--- config.mk ---
export PLATFORM = sky130hd
export DESIGN_NAME = multicycle_ctrl
export DESIGN_NICKNAME = d
export VERILOG_FILES = /design/src/rtl/ctrl_pkg.sv /design/src/rtl/insn_decode.sv /design/src/rtl/multicycle_ctrl.sv
export SDC_FILE = /design/constraint.sdc
export NUM_CORES = 1
export LEC_CHECK = 0
export ABC_AREA = 0
export CORE_MARGIN = 1
export CORE_UTILIZATION = 47
export CTS_CLUSTER_DIAMETER = 50
export DETAILED_ROUTE_END_ITERATION = 7
export PLACE_DENSITY_LB_ADDON = 0.08
export SLEW_MARGIN = 30
export SYNTH_ARGS = -nofsm -noshare
export SYNTH_HDL_FRONTEND = slang
export SYNTH_SLANG_ARGS = --single-unit
export TNS_END_PERCENT = 20
--- constraint.sdc ---
create_clock -name clk -period 4.6 [get_ports clk]
set_clock_uncertainty 0.2 [all_clocks]
set_input_delay 0.92 -clock clk [delete_from_list [all_inputs] [get_ports clk]]
set_output_delay 0.92 -clock clk [all_outputs]
set_load 0.01 [all_outputs]
--- src/rtl/ctrl_pkg.sv ---
// ctrl_pkg: shared states, instruction classes, control codes and opcode match patterns
// for the LEGv8 multicycle controller.
package ctrl_pkg;

    typedef enum logic [2:0] {FETCH, DECODE, EXEC, MEM, WB, HALT} state_e;
    typedef enum logic [2:0] {CL_R, CL_I, CL_LD, CL_ST, CL_B, CL_CBZ, CL_CBNZ, CL_ILL} cls_e;

    localparam logic [2:0] ALU_ADD   = 3'b000;
    localparam logic [2:0] ALU_SUB   = 3'b001;
    localparam logic [2:0] ALU_AND   = 3'b010;
    localparam logic [2:0] ALU_ORR   = 3'b011;
    localparam logic [2:0] ALU_PASSB = 3'b100;

    localparam logic [1:0] SEU_ALU = 2'b00;
    localparam logic [1:0] SEU_D   = 2'b01;
    localparam logic [1:0] SEU_B   = 2'b10;
    localparam logic [1:0] SEU_CB  = 2'b11;

    localparam logic [10:0] M_FULL = 11'b11111111111;
    localparam logic [10:0] M_I    = 11'b11111111110;
    localparam logic [10:0] M_CB   = 11'b11111111000;
    localparam logic [10:0] M_B    = 11'b11111100000;

    localparam logic [10:0] OP_ADD  = 11'b10001011000;
    localparam logic [10:0] OP_SUB  = 11'b11001011000;
    localparam logic [10:0] OP_AND  = 11'b10001010000;
    localparam logic [10:0] OP_ORR  = 11'b10101010000;
    localparam logic [10:0] OP_LDUR = 11'b11111000010;
    localparam logic [10:0] OP_STUR = 11'b11111000000;
    localparam logic [10:0] OP_B    = 11'b00010100000;
    localparam logic [10:0] OP_CBZ  = 11'b10110100000;
    localparam logic [10:0] OP_CBNZ = 11'b10110101000;
    localparam logic [10:0] OP_ADDI = 11'b10010001000;
    localparam logic [10:0] OP_SUBI = 11'b11010001000;
    localparam logic [10:0] OP_ANDI = 11'b10010010000;
    localparam logic [10:0] OP_ORRI = 11'b10110010000;

    function automatic logic op_match(input logic [10:0] op, input logic [10:0] val,
                                      input logic [10:0] mask);
        return (op & mask) == val;
    endfunction

endpackage

--- src/rtl/insn_decode.sv ---
// insn_decode: combinational opcode to instruction class and static control fields.
module insn_decode
    import ctrl_pkg::*;
(
    input  logic [10:0] opcode,
    output cls_e        cls,
    output logic        reg2loc,
    output logic [1:0]  seu,
    output logic        alu_src,
    output logic [2:0]  alu_op
);

    logic i_add, i_sub, i_and, i_orr, i_addi, i_subi, i_andi, i_orri;
    logic i_ld, i_st, i_b, i_cbz, i_cbnz;

    assign i_add  = op_match(opcode, OP_ADD,  M_FULL);
    assign i_sub  = op_match(opcode, OP_SUB,  M_FULL);
    assign i_and  = op_match(opcode, OP_AND,  M_FULL);
    assign i_orr  = op_match(opcode, OP_ORR,  M_FULL);
    assign i_ld   = op_match(opcode, OP_LDUR, M_FULL);
    assign i_st   = op_match(opcode, OP_STUR, M_FULL);
    assign i_b    = op_match(opcode, OP_B,    M_B);
    assign i_cbz  = op_match(opcode, OP_CBZ,  M_CB);
    assign i_cbnz = op_match(opcode, OP_CBNZ, M_CB);
    assign i_addi = op_match(opcode, OP_ADDI, M_I);
    assign i_subi = op_match(opcode, OP_SUBI, M_I);
    assign i_andi = op_match(opcode, OP_ANDI, M_I);
    assign i_orri = op_match(opcode, OP_ORRI, M_I);

    assign cls = (i_add | i_sub | i_and | i_orr)     ? CL_R    :
                 (i_addi | i_subi | i_andi | i_orri) ? CL_I    :
                 i_ld                                ? CL_LD   :
                 i_st                                ? CL_ST   :
                 i_b                                 ? CL_B    :
                 i_cbz                               ? CL_CBZ  :
                 i_cbnz                              ? CL_CBNZ : CL_ILL;

    assign reg2loc = i_st | i_cbz | i_cbnz;
    assign seu     = (i_ld | i_st) ? SEU_D : i_b ? SEU_B : (i_cbz | i_cbnz) ? SEU_CB : SEU_ALU;
    assign alu_src = i_addi | i_subi | i_andi | i_orri | i_ld | i_st;
    assign alu_op  = (i_sub | i_subi) ? ALU_SUB :
                     (i_and | i_andi) ? ALU_AND :
                     (i_orr | i_orri) ? ALU_ORR :
                     (i_cbz | i_cbnz) ? ALU_PASSB : ALU_ADD;

endmodule

--- src/rtl/multicycle_ctrl.sv ---
// multicycle_ctrl: FETCH/DECODE/EXEC/MEM/WB sequencer with memory handshakes and retire counter.
// Define MCTRL_ILLEGAL_TRAP_EN to halt on illegal opcodes instead of retiring them as NOPs.
module multicycle_ctrl
    import ctrl_pkg::*;
#(
    parameter int CNT_W = 16
) (
    input  logic             clk,
    input  logic             rst_n,
    input  logic             en,
    input  logic [10:0]      opcode,
    input  logic             zero,
    output logic             imem_req,
    input  logic             imem_ack,
    output logic             dmem_req,
    input  logic             dmem_ack,
    output logic             ir_wr,
    output logic             pc_wr,
    output logic             bus_reg2loc,
    output logic [1:0]       bus_seu,
    output logic             bus_aluSrc,
    output logic [2:0]       bus_aluOp,
    output logic             bus_memWr,
    output logic             bus_memToReg,
    output logic             bus_regWr,
    output logic             bus_pcSrc,
    output logic [CNT_W-1:0] retired,
    output logic             illegal
);

    state_e           state_q, state_d;
    logic             req_pend_q, req_pend_d;
    logic [CNT_W-1:0] retired_q, retired_d;
    logic             retire, fields_on;
    cls_e             cls;
    logic             dec_reg2loc, dec_alu_src;
    logic [1:0]       dec_seu;
    logic [2:0]       dec_alu_op;

    insn_decode u_dec (
        .opcode  (opcode),
        .cls     (cls),
        .reg2loc (dec_reg2loc),
        .seu     (dec_seu),
        .alu_src (dec_alu_src),
        .alu_op  (dec_alu_op)
    );

    always_ff @(posedge clk or negedge rst_n) begin
        if (!rst_n) begin
            state_q    <= FETCH;
            req_pend_q <= 1'b0;
            retired_q  <= '0;
        end else begin
            state_q    <= state_d;
            req_pend_q <= req_pend_d;
            retired_q  <= retired_d;
        end
    end

`ifdef MCTRL_ILLEGAL_TRAP_EN
    logic illegal_q, illegal_d;
    always_ff @(posedge clk or negedge rst_n) begin
        if (!rst_n) illegal_q <= 1'b0;
        else        illegal_q <= illegal_d;
    end
    assign illegal = illegal_q;
`else
    assign illegal = 1'b0;
`endif

    always_comb begin
        state_d    = state_q;
        req_pend_d = 1'b0;
        retire     = 1'b0;
        imem_req   = 1'b0;
        dmem_req   = 1'b0;
        ir_wr      = 1'b0;
        pc_wr      = 1'b0;
        bus_memWr  = 1'b0;
        bus_regWr  = 1'b0;
        bus_pcSrc  = 1'b0;
`ifdef MCTRL_ILLEGAL_TRAP_EN
        illegal_d  = illegal_q;
`endif
        case (state_q)
            FETCH: begin
                // rst_n gating keeps the request low while reset is held
                imem_req   = rst_n & (en | req_pend_q);
                req_pend_d = imem_req & ~imem_ack;
                ir_wr      = imem_req & imem_ack;
                state_d    = ir_wr ? DECODE : FETCH;
            end
            DECODE: state_d = EXEC;
            EXEC: begin
                case (cls)
                    CL_R, CL_I:   state_d = WB;
                    CL_LD, CL_ST: state_d = MEM;
                    CL_B, CL_CBZ, CL_CBNZ: begin
                        pc_wr     = 1'b1;
                        bus_pcSrc = (cls == CL_B) ? 1'b1 : (cls == CL_CBZ) ? zero : ~zero;
                        retire    = 1'b1;
                        state_d   = FETCH;
                    end
                    default: begin
`ifdef MCTRL_ILLEGAL_TRAP_EN
                        illegal_d = 1'b1;
                        state_d   = HALT;
`else
                        pc_wr     = 1'b1;
                        retire    = 1'b1;
                        state_d   = FETCH;
`endif
                    end
                endcase
            end
            MEM: begin
                dmem_req  = 1'b1;
                bus_memWr = cls == CL_ST;
                pc_wr     = dmem_ack & (cls == CL_ST);
                retire    = pc_wr;
                state_d   = !dmem_ack ? MEM : (cls == CL_ST) ? FETCH : WB;
            end
            WB: begin
                bus_regWr = 1'b1;
                pc_wr     = 1'b1;
                retire    = 1'b1;
                state_d   = FETCH;
            end
            default: state_d = state_q;
        endcase
        retired_d = retired_q + CNT_W'(retire);
    end

    assign fields_on    = state_q inside {DECODE, EXEC, MEM, WB};
    assign bus_reg2loc  = fields_on & dec_reg2loc;
    assign bus_seu      = fields_on ? dec_seu : 2'b00;
    assign bus_aluSrc   = fields_on & dec_alu_src;
    assign bus_aluOp    = fields_on ? dec_alu_op : ALU_ADD;
    assign bus_memToReg = fields_on & (cls == CL_LD);
    assign retired      = retired_q;

endmodule

==> run summary, run 1 <==
CTS clock-pin slew for the worst setup and hold paths: 0.11 ns
Min cycle time layout: 4.21 ns
CP required: 3.48 ns
Mapped Area: 0.00131 sq mm
Share of layout cells above drive strength 1: 11.5%
Ant diodes: 0
Worst setup margin: 0.388 ns
Worst setup SP type: primary input
Synth async-reset ratio: 100%
First-pass GRT wire length: 4820 microns
Via count: 1161
Cts hold-fix bufs: 0
Post-CTS Setup Bufs: 0
Total gr overflow: 0
Worst Path Max Fanout: 7
RSZ-0062 raised after global routing: false
Number of synthesized flops with an enable pin: 0
Initial Utilization: 51.4%
Worst Path Buf+Inv: 2
Area delta synth->final: 41.9%
Largest net degree at the start of global routing: 21
Clock power share: 32.7%
DRC Markers: 0
Final hold vios: 0
H-Tree Depth: 1
Int Pwr: 324 uW
Mapped Cells: 125
Routed Antenna Nets: 0
CTS Buffer Depth: 2
Avg WL per Cell: 14.8 microns
Core ar.: 0.00254 sq mm
Most common cell in the netlist: dfrtp_1
Status: finished, final reports clean
Vias/cell: 5.69
Ports: 49
Yosys top cell area share: 38.2%
I/O Buffers: 47
Top Family by Delay on Critical Path: buffers and inverters
Final setup viols: 0
Max-Cap Viols: 0
Dpl ws: 0.446 ns
Mapped Avg Cell Area: 10.5 sq um
CP max stage delay: 0.62 ns
Rel. slew slack: 47.8%
Rows: 18
Crit path DAT: 3.09 ns
Worst-Skew Late Latency: 0.29 ns
Total Wirelength: 3020 microns
PostCTS Resize Cnt: 0
Post-synth top flop: dfrtp_1
Cells along the critical path: clkdlybuf4s50_1 > and3b_1 > nand4_4 > o311ai_1 > clkdlybuf4s50_1
CTS buffer count: 3
Setup TNS: 0 ns
Synth unique cells: 54
Worst path slowest cell: clkdlybuf4s50_1
Nets: 194
Worst VDD drop: 0.200 mV
Die width: 54.8 microns
Sequential cell area fraction in the yosys report: 38.2%
CTS tree: done
CP Class: in -> out
Initial antenna violation count: 0
Min-delay worst type: reg -> reg
Post-synth top area cell: dfrtp_1
Register share of total power: 47.4%
Sw Share: 24.1%
Net count after synthesis: 144
DRT Pass-1 Iters: 4
CTS sink count: 20
Root Buffer: clkbuf_4
Power Total: 428 uW
Cell mode on critical path: clkdlybuf4s50_1
PD cells: 230 mW/mm^2
Commonest cells in the netlist: dfrtp_1 (20), nor2_1 (12), xor2_1 (9)
Max Slew Vio Count: 0
Die area: 0.00300 sq mm
CP endpoint kind: primary output
Synthesis-stage register bit count: 20
Max Fclk: 0.237 GHz
Ratio of final minimum period to clock period: 91.6%
GRT Overall Usage: 22.6%
Post-DP HPWL: 2330 microns
Worst Max-Slew Pin Slew: 0.780 ns
1st-iter DRT viols: 46
NetSw: 103 uW
Combinational power share: 19.9%
Leakage: 0.832 nW
Ys Warns: 0
Top cells by area in the synthesized netlist: dfrtp_1 (38%), xor2_1 (6.0%), xnor2_1 (4.7%), nor2_1 (3.4%), nand4_4 (3.3%)
Vias in the first global route: 1068
Die height: 54.8 microns
Final Wtd Congestion: 0.886
[metal layers]
| layer | global-route usage (%) | share of wire (%) | up-vias |
|---|---|---|---|
| met5 | 0 | 0 | - |
| met2 | 40.4 | 52 | 51 |
| met1 | 27.2 | 42 | 550 |
| li1 | - | - | 558 |
| met4 | 7.26 | 0.63 | 0 |
| met3 | 3.61 | 5.3 | 2 |
[metrics by stage]
step	cells	util, %	cell area (sq um)	hold WS [ns]
after CTS	204	73.0	1860	0.283
after global routing	204	73.0	1860	0.289
final	204	73.0	1860	0.273
after detailed placement	200	70.9	1800	0.266
after global placement	200	70.9	1800	0.261
after floorplan	125	-	1310	0.307
[cells in the final DEF (no fill, tap or decap), drive strengths merged, types with 4 or more instances in the layout]
cell,count
nor2,13
xor2,9
nand2,8
a21oi,4
xnor2,7
nand3,5
clkdlybuf4s50,47
and3,4
dfrtp,20
nor3,4
[worst reg2reg max path, stage by stage (launching register included)]
cell      delay, ns
dfrtp_1        0.53
or3b_1         0.43
a41oi_1        0.25
nand3b_1       0.11
o311ai_1       0.14
ha_1           0.27
ha_1           0.19
and2_0         0.30
and3_1         0.21
xor2_1         0.14
[power by group through the flow]
stage	clock (mW)	sequential, mW	combinational [mW]
after CTS	0.145	0.203	0.0858
final	0.140	0.203	0.0849
after floorplan	0	0.209	0.0239
after global routing	0.152	0.204	0.0918
after detailed placement	0	0.206	0.0852
after global placement	0	0.205	0.0816
[final cells by class]
cell class / instances / area, sq um
repair buffers: 48 / 478
inverters: 2 / 7.51
multi-input cells: 100 / 781
well taps: 30 / 37.5
clock inverters: 1 / 30.0
fillers: 183 / 688
clock buffers: 3 / 22.5
flip-flops and latches: 20 / 500
[state kept, by name (all words and copies together) (netlist names)]
signal	cells
retired	16
req_pend_q	1
state_q	3
[cells by family (layout without fill, tap and decap cells)]
group | count (synthesis) | count (layout) | synth area share, %
buffers and inverters | 5 | 54 | 2.10
DFF | 20 | 20 | 38.2
muxes | 2 | 2 | 1.63
AOI/OAI and AO/OA | 19 | 19 | 11.4
other | 1 | 1 | 0.287
and+or+nand+nor | 60 | 60 | 33.7
xor gates and xnor gates | 16 | 16 | 10.7
adders and majority gates | 2 | 2 | 1.91
[path summary, 6_finish.rpt]
kind	end	cells past startpoint	from	slack, ns
max	pc_wr	5	opcode[4]	0.39
max in group asynchronous	retired[4]	2	rst_n	3.15
min	retired[15]	1	retired[15]	0.27
min in group asynchronous	retired[13]	2	rst_n	0.85
max reg2reg	retired[14]	9	state_q[2]	1.76
min reg2reg	retired[15]	1	retired[15]	0.27
Note: power is estimated with default switching activity, not from simulation.
==> run 2, diff against run 1 <==
- CORE_UTILIZATION: 47 -> 62
- DONT_BUFFER_PORTS: not set -> 1
- clock period: 4.6 -> 4.1 ns (I/O delays scaled with it)
==> run summary, run 2 (synthesized netlist as in run 1, its figures left out) <==
Status: finished, final reports clean
Crit path DAT: 3.07 ns (-0.02 ns)
1st-iter DRT viols: 12 (-74%)
Worst-Skew Late Latency: 0.29 ns (about the same)
NetSw: 97.3 uW (-5.6%)
Max FFs per register: 16 (unchanged)
Nets: 148 (-24%)
Cells along the critical path: and3b_1 > nand4_4 > o311ai_1 > ha_1 > ha_1 > and2_0 > nand2_1 > nor2_1 > xor2_1
Top Family by Delay on Critical Path: simple AND/OR/NAND/NOR gates
RSZ-0062 raised after global routing: false
Ports: 49 (unchanged)
Combinational power share: 10.0% (-9.9 points)
Final Wtd Congestion: 0.840 (-5.1%)
Vias in the first global route: 880 (-18%)
Leading cell types in the layout, fill and taps excluded: dfrtp_1 (20), nor2_1 (12), xor2_1 (9)
Vias/cell: 6.38 (+12%)
Initial antenna violation count: 0 (unchanged)
DRT Pass-1 Iters: 4 (unchanged)
GRT Overall Usage: 23.6% (+0.95 points)
CTS tree: done
Commonest non-fill, non-tap cell in the layout: dfrtp_1
Worst setup margin: 1.04 ns (+0.652 ns)
CTS buffer count: 3 (unchanged)
Ant diodes: 0 (unchanged)
Total Wirelength: 2540 microns (-16%)
CTS sink count: 20 (unchanged)
CP endpoint kind: flip-flop
WHS: 0.358 ns (+0.0848 ns)
Leakage: 0.652 nW (-22%)
Via count: 982 (-15%)
Placed cell areas: 0.00132 sq mm (-27%)
Initial Utilization: 66.0% (+15 points)
Die area: 0.00230 sq mm (-23%)
Dpl ws: 0.743 ns (+0.298 ns)
Rows: 16 (-2)
Die width: 47.9 microns (-12%)
Worst VDD drop: 0.166 mV (-17%)
Worst setup SP type: primary input
Die height: 47.9 microns (-12%)
Root Buffer: clkbuf_4
CP required: 4.11 ns (+0.63 ns)
Min-delay worst type: reg -> reg
Max Fclk: 0.327 GHz
PD cells: 263 mW/mm^2 (+14%)
Min cycle time layout: 3.06 ns
Total gr overflow: 0 (unchanged)
Post-DP HPWL: 1920 microns (-17%)
Worst path slowest cell: o311ai_1
Rel. slew slack: 51.3% (+3.5 points)
PostCTS Resize Cnt: 0 (unchanged)
Int Pwr: 262 uW (-19%)
CTS Buffer Depth: 2 (unchanged)
CTS clock-pin slew for the worst setup and hold paths: 0.10 ns (about the same)
First-pass GRT wire length: 3740 microns (-22%)
Area taken by multi-input logic gates: 781 sq um (unchanged)
Largest net degree at the start of global routing: 13 (-38%)
Final hold vios: 0 (unchanged)
H-Tree Depth: 1 (unchanged)
Power Total: 360 uW (-16%)
Ratio of final minimum period to clock period: 74.6%
Setup TNS: 0 ns (unchanged)
Clock power share: 24.2% (-8.5 points)
Worst Max-Slew Pin Slew: 0.728 ns (-0.0526 ns)
Avg WL per Cell: 16.5 microns (+11%)
Sequential Area: 500 sq um (unchanged)
Max Slew Vio Count: 0 (unchanged)
Design Area, Final: 0.00137 sq mm (-26%)
Cell mode on critical path: ha_1
Area delta synth->final: 4.30%
CP Class: in -> reg
Post-CTS Setup Bufs: 0 (unchanged)
Max-Cap Viols: 0 (unchanged)
Worst Path Max Fanout: 7 (unchanged)
I/O Buffers: 0 (-100%)
Worst Path Buf+Inv: 0 (-2)
Fillers: 140 (-23%)
Routed Antenna Nets: 0 (unchanged)
Register share of total power: 65.8% (+18 points)
DRC Markers: 0 (unchanged)
CP max stage delay: 0.60 ns (-0.02 ns)
Final setup viols: 0 (unchanged)
Core ar.: 0.00198 sq mm (-22%)
Share of layout cells above drive strength 1: 14.2% (+2.7 points)
Sw Share: 27.1% (+2.9 points)
## run 2: per-stage QoR
stage          instances  util (%)
5_1_grt              154      68.9
3_3_place_gp         149      66.7
4_1_cts              153      68.4
6_report             154      68.9
2_1_floorplan        125         -
3_5_place_dp         149      66.7
## run 2: worst register-to-register path, delay by kind of cell (launching register included)
family	cells	cell delay, ns
simple gates	5	1.05
fa+ha+maj	2	0.49
xor+xnor	1	0.15
flops	1	0.53
compound gates	2	0.44
## run 2: final cells by class
cell class / count / share of cell area [%]
tap: 27 / 2.47
timing repair buffer: 2 / 1.47
clock buffer: 3 / 1.65
inverter: 2 / 0.550
multi-input combinational: 100 / 57.2
sequential: 20 / 36.7
## run 2: metal layers
metal / wire [microns] / GRT usage (%) / vias to the layer above
li1: - / - / 464
met1: 1020 / 26.7 / 470
met2: 1270 / 41.9 / 46
met3: 232 / 7.17 / 2
met4: 14 / 7.78 / 0
met5: 0 / 0 / -
## run 2: final timing paths
check / slack [ns] / to / startpoint / cells past startpoint
max: 1.04 / retired[8] / opcode[4] / 9
min: 0.36 / retired[14] / retired[14] / 1
max reg2reg: 1.17 / retired[8] / state_q[2] / 10
min reg2reg: 0.36 / retired[14] / retired[14] / 1
max in group asynchronous: 2.68 / retired[10] / rst_n / 1
min in group asynchronous: 0.70 / retired[5] / rst_n / 1
## run 2: timing repair
item	CTS	global route
endpoints found under the hold margin	10	10
hold buffers	1	1
setup endpoints to repair	0	0
## run 2: power groups by stage
| stage | Combinational (mW) | Clock [mW] | Sequential [mW] |
|---|---|---|---|
| 2_1_floorplan | 0.0268 | 0 | 0.235 |
| 3_3_place_gp | 0.0293 | 0 | 0.239 |
| 3_5_place_dp | 0.0306 | 0 | 0.240 |
| 4_1_cts | 0.0335 | 0.0909 | 0.236 |
| 5_1_grt | 0.0410 | 0.0987 | 0.238 |
| 6_report | 0.0359 | 0.0870 | 0.237 |
